File: config.mk
export PLATFORM = sky130hd
export DESIGN_NAME = tick_gen
export DESIGN_NICKNAME = d
export VERILOG_FILES = /design/src/rtl/tick_gen.sv
export SDC_FILE = /design/constraint.sdc
export NUM_CORES = 1
export LEC_CHECK = 0
export ABC_AREA = 1
export CORE_MARGIN = 2
export CORE_UTILIZATION = 45
export DETAILED_ROUTE_END_ITERATION = 12
export GPL_TIMING_DRIVEN = 0
export PLACE_DENSITY = 0.7
export SKIP_LAST_GASP = 1
export SYNTH_ARGS = -nofsm -noshare
export SYNTH_HDL_FRONTEND = slang
export SYNTH_SLANG_ARGS = --single-unit
File: constraint.sdc
create_clock -name clk -period 2.3 [get_ports clk]
set_clock_uncertainty 0.2 [all_clocks]
set_input_delay 0.23 -clock clk [delete_from_list [all_inputs] [get_ports clk]]
set_output_delay 0.23 -clock clk [all_outputs]
set_load 0.02 [all_outputs]
File: src/rtl/tick_gen.sv
// Timebase for the traffic-light controller: divides clk into a one-cycle tick
// strobe at a normal or fast rate, or steps one tick per debounced button press while paused.
module tick_gen #(
  parameter int unsigned DIV       = 100_000_000,
  parameter int unsigned FAST_DIV  = 1_000_000,
  parameter int unsigned DB_CYCLES = 1_000_000
) (
  input  logic clk,
  input  logic rst_n,
  input  logic run,
  input  logic fast,
  input  logic step_btn,
  output logic tick,
  output logic paused,
  output logic btn_db
);
  localparam int CW  = $clog2(DIV);
  localparam int DBW = $clog2(DB_CYCLES);
  localparam logic [CW-1:0]  DIV_M1  = CW'(DIV - 1);
  localparam logic [CW-1:0]  FAST_M1 = CW'(FAST_DIV - 1);
  localparam logic [DBW-1:0] DB_M1   = DBW'(DB_CYCLES - 1);

  typedef enum logic [1:0] {IDLE, PRESS_WAIT, PRESSED, RELEASE_WAIT} db_state_t;

  logic [CW-1:0]  cnt;
  logic           at_end;
  logic [1:0]     sync;
  logic           s;
  db_state_t      state_q, state_d;
  logic [DBW-1:0] db_cnt, db_cnt_d;
  logic           step_pulse;

  // >= rather than == so a DIV->FAST_DIV switch past the fast terminal count wraps on the next edge
  assign at_end = cnt >= (fast ? FAST_M1 : DIV_M1);

  always_ff @(posedge clk or negedge rst_n) begin
    if (!rst_n)               cnt <= '0;
    else if (!run || at_end)  cnt <= '0;
    else                      cnt <= cnt + CW'(1);
  end

  always_ff @(posedge clk or negedge rst_n) begin
    if (!rst_n) sync <= '0;
    else        sync <= {sync[0], step_btn};
  end
  assign s = sync[1];

  always_ff @(posedge clk or negedge rst_n) begin
    if (!rst_n) begin
      state_q <= IDLE;
      db_cnt  <= '0;
    end else begin
      state_q <= state_d;
      db_cnt  <= db_cnt_d;
    end
  end

  always_comb begin
    state_d  = state_q;
    db_cnt_d = db_cnt;
    case (state_q)
      IDLE: if (s) begin
        state_d  = PRESS_WAIT;
        db_cnt_d = '0;
      end
      PRESS_WAIT: begin
        if (!s)                  state_d  = IDLE;
        else if (db_cnt == DB_M1) state_d = PRESSED;
        else                     db_cnt_d = db_cnt + DBW'(1);
      end
      PRESSED: if (!s) begin
        state_d  = RELEASE_WAIT;
        db_cnt_d = '0;
      end
      RELEASE_WAIT: begin
        if (s)                   state_d  = PRESSED;
        else if (db_cnt == DB_M1) state_d = IDLE;
        else                     db_cnt_d = db_cnt + DBW'(1);
      end
      default: state_d = IDLE;
    endcase
  end

  // Press is accepted on the edge that leaves PRESS_WAIT for PRESSED
  always_comb begin
    step_pulse = (state_q == PRESS_WAIT) && s && (db_cnt == DB_M1);
  end

  always_ff @(posedge clk or negedge rst_n) begin
    if (!rst_n) begin
      tick   <= 1'b0;
      paused <= 1'b1;
      btn_db <= 1'b0;
    end else begin
      tick   <= (run & at_end) | (step_pulse & ~run);
      paused <= ~run;
      btn_db <= (state_d == PRESSED) || (state_d == RELEASE_WAIT);
    end
  end
endmodule

## After elaboration in Yosys (flattened, before gate mapping)

Cells that the tools add are included.

- Input bits: 5
- Output and inout bits: 3
- Flip-flop bits (word level): 54

- Magnitude comparators: 1
- $add $sub $neg: 2
- Multiplexer cells: 15
- Bitwise gates (word level): 4
- Equality and inequality tests: 10
- Reduce and logical (&&, ||, !) cells: 7

Operators by type and width:

| kind | count |
|---|---|
| $mux 20 | 5 |
| $pmux 20 s4 | 1 |
| $mux 27 | 2 |
| $add 27x1->27 const B | 1 |
| $ge 27x27->1 | 1 |
| $add 20x1->20 const B | 1 |
| $eq 20x20->1 const B | 1 |
| $mux 2 | 6 |
| $eq 2x2->1 const B | 4 |
| $ne 2x2->1 const B | 4 |
| $pmux 2 s4 | 1 |
| $reduce_and 4->1 | 1 |
| $and 1x1->1 | 2 |
| $eq 2x1->1 const B | 1 |
| $logic_and 1x1->1 | 2 |
| $logic_not 2->1 | 1 |
| $logic_or 1x1->1 | 2 |
| $logic_not 1->1 | 1 |
| $not 1->1 | 1 |
| $or 1x1->1 | 1 |

## Logic depth before layout (Yosys ltp)

- Word-level depth: 6
- Mapped depth: 12

## Worst setup path before layout

Ideal clock, no wire load.

- Path type: flip-flop to flip-flop
- Start: reg cnt[22]
- End: reg cnt[20]
- Stages on the path, launching flop included: 9
- Setup time: 0.071 ns
- Required time: 2.029 ns
- Clock period less this slack: 1.825 ns
- Setup slack: 0.475 ns
- Data arrival time: 1.553 ns
- Path buffers: 1
- Cells stage by stage: dfrtp_1 ha_1 a21o_1 o21bai_1 nand2_1 nor2_1 nand2_4 buf_6 nor2_1

- Longest elaborated chain between the ends: 3

RTL lines:

| element | line | text |
|---|---|---|
| start: declaration | 25 | `logic [CW-1:0] cnt;` |
| start signal: assignment | 39 | `else cnt <= cnt + CW'(1);` |
| $ge 27x27->1 | 34 | `assign at_end = cnt >= (fast ? FAST_M1 : DIV_M1);` |
| $logic_or 1x1->1 | 38 | `else if (!run \|\| at_end) cnt <= '0;` |
| $mux 27 | 38 |  |

No other way between the ends.
A chain may end at the register's enable or synchronous reset.

## Final worst setup path

- Start: reg cnt[22]
- End: reg cnt[18]

The elaborated chain is that of the path after synthesis.

==> results.json <==
{
  "status": "complete, no violations",
  "pwr_density_cell_nw_per_um2": 440,
  "num_antenna_cells": 0,
  "finalWirelength_mm": 7.00,
  "critPathLaunch": "cnt[22]$_DFF_PN0_",
  "post_dp_area_um2": 3590,
  "final_nets": 482,
  "synth_top_cells_by_area": "dfrtp_1 39%, nand2_1 12%, nor2_1 9.1%",
  "required_ps": 2340,
  "post-route-util_pct": 50.8,
  "r2r_setup_slack_ps": 270,
  "areaGrowthSynthToFinish_pct": 9.00,
  "post_synth_inst_count": 446,
  "rsz0062_at_grt": "no",
  "synthDistinctLibCells": 33,
  "period_needed_ps": 2030,
  "design.die.area_um2": 8220,
  "boundaryPins": 8,
  "timing.critical_path.fanout_max": 10,
  "syn_area_per_cell_um2": 7.58,
  "endpoint_kind": "flop",
  "synth_flop_cell": "dfrtp_1",
  "rr_endpoint": "cnt[18]$_DFF_PN0_",
  "worstMarginPinSlew_ps": 614,
  "rr_startpoint": "cnt[22]$_DFF_PN0_",
  "fp-row-count": 31,
  "firstDrtPassIters": 4,
  "max_cap_violations": 0,
  "slew_headroom_pct": 59.1,
  "synth_commonest_cells": "111 x nand2_1, 82 x nor2_1, 52 x dfrtp_1, 37 x inv_1, 32 x nand3_1",
  "die_y_um": 90.7,
  "route.detailed.wl_per_inst_um": 12.5,
  "initial_cell_density_of_the_core_pct": 46.6,
  "portBuffers": 7,
  "number_of_warning_messages_in_the_yosys_log": 0,
  "setup_violations": 0,
  "routabilityCongestion": 0.908,
  "finalHoldViolCount": 0,
  "clock.fmax_ghz": 0.492,
  "initialDrtViolationCount": 171,
  "finalSetupTns_ps": 0,
  "slew_viol_final": 0,
  "most_frequent_cell_after_synthesis": "nand2_1",
  "hpwlAfterDp_mm": 5.46,
  "design_area_um2": 3680,
  "synth_top_cell_area_share_pct": 38.5,
  "clockBufferDepth": 2,
  "route.detailed.drc": 0,
  "worst-endpoint-arrival_ps": 2070,
  "antenna_violations_before_repair": 0,
  "synth_async_sr_flop_share_pct": 100,
  "rr_worst_depth": 8,
  "yosys_register_bits": 53,
  "core_area_um2": 7250,
  "worst_hold_path_type": "in -> reg",
  "synth_top_area_cell": "dfrtp_1",
  "worst_setup_path_endpoint": "cnt[18]$_DFF_PN0_",
  "htree_num_levels": 2,
  "post_synth_edffs": 0,
  "grt_max_degree": 28,
  "numCtsBuffers": 5,
  "worstSkewPairLatency_ps": 310,
  "ys_seq_area_share_pct": 39.3,
  "finalCritPeriodShare_pct": 88.3,
  "synthesis.area_um2": 3380,
  "grt_first_pass_wirelength_mm": 12.7,
  "route.vias.total": 2862,
  "vias_per_cell": 5.09,
  "die-width_um": 90.7,
  "layout-drive-gt1-share_pct": 9.29,
  "grt_overflow": 0,
  "p_total_mw": 1.62,
  "grt_pass1_vias": 2708,
  "antenna_nets_post_route": 0,
  "mappedNetlistNets": 466,
  "clock_tree_from_tritoncts": "built",
  "static-leakage-power_nw": 1.60,
  "tritoncts_num_sinks": 53,
  "timing.setup.critical_path_class": "reg -> reg",
  "global_route.usage.total_pct": 18.6,
  "vdd_ir_drop_max_mv": 0.291,
  "setup.worst_path.start_class": "flop",
  "cts.clk_slew.worst_paths_ps": 100,
  "cts_root_buffer": "clkbuf_8"
}
## final cells by class
class	count	area, um2
fill	716	3570
multi-input combinational	348	1840
sequential	53	1330
inverter	37	139
tap	99	124
timing repair buffer	9	90.1
buffer	8	70.1
clock buffer	5	68.8
clock inverter	3	21.3
## worst max-delay path, cell delays in order, from the launching register on
cell and delay, ps:
dfrtp_1 440, ha_1 330, a21o_1 170, o21bai_1 130, nand2_1 60, nor2_1 230
nand2_4 140, buf_6 170, nor2_1 90
## cells by family after synthesis
| kind of cell | Yosys count | share of synthesized area [%] |
|---|---|---|
| and+or+nand+nor | 272 | 36.0 |
| DFF | 53 | 39.3 |
| buffers and inverters | 45 | 6.18 |
| AOI/OAI and AO/OA | 35 | 6.22 |
| xor gates and xnor gates | 26 | 6.74 |
| adders and majority gates | 15 | 5.55 |
## stage by stage
step / cells / hold slack, ps / worst slack (ps)
CTS: 562 / 146 / 98.6
floorplan: 446 / -266 / 475
detailed placement: 553 / 83.2 / -526
global route: 562 / 131 / 98.1
finish: 562 / 159 / 269
global placement: 552 / 133 / -814
## worst min path at each step
stage,startpoint,end,slack (ps),cells past startpoint
6_report,step_btn,sync[0]$_DFF_PN0_,160,1
5_1_grt,step_btn,sync[0]$_DFF_PN0_,130,1
4_1_cts,step_btn,sync[0]$_DFF_PN0_,150,1
3_5_place_dp,rst_n,cnt[12]$_DFF_PN0_,80,1
3_3_place_gp,sync[0]$_DFF_PN0_,sync[1]$_DFF_PN0_,130,0
2_1_floorplan,rst_n,btn_db$_DFF_PN0_,-270,0
## timing repair
| action | CTS | global route |
|---|---|---|
| resized for setup | 1 | 2 |
| hold buffers | 1 | 0 |
| hold endpoints to repair | 26 | 0 |
| setup buffers | 0 | 0 |
| setup endpoints to repair | 27 | 20 |
## registers in the layout, summed over array words and instances (netlist names)
register / flops
state_q: 1
btn_db: 1
db_cnt: 20
cnt: 27
sync: 2
tick: 1
paused: 1
## where the power goes
| part | internal, mW | leakage, nW | switching [mW] |
|---|---|---|---|
| logic | 0.0439 | 0.829 | 0.0799 |
| registers | 0.947 | 0.724 | 0.0143 |
| clock network | 0.217 | 0.0445 | 0.320 |
| total | 1.21 | 1.60 | 0.414 |
## cells in the final DEF, fill, tap and decap left out, drive strengths merged
| master | n |
|---|---|
| clkinv | 1 |
| nand2 | 118 |
| o21ai | 19 |
| a21boi | 1 |
| a21o | 1 |
| dfstp | 1 |
| buf | 9 |
| nand3 | 33 |
| xnor2 | 6 |
| or2 | 4 |
| a21oi | 8 |
| nor2 | 86 |
| inv | 38 |
| dlygate4sd3 | 1 |
| clkdlybuf4s50 | 5 |
| dfrtp | 52 |
| ha | 15 |
| clkbuf | 7 |
| o21bai | 3 |
| xor2 | 20 |
| nand4 | 15 |
| clkinvlp | 1 |
| nand3b | 4 |
| a31o | 3 |
| nor3 | 12 |
## layer usage
layer | GRT usage [%] | up-vias | share of wire [%]
met2 | 27.9 | 70 | 44
met5 | 0 | - | 0
met4 | 4.49 | 0 | 1.2
li1 | - | 1473 | -
met3 | 2.92 | 8 | 6.0
met1 | 28.1 | 1311 | 49
Power figures use the tool's default switching activity.
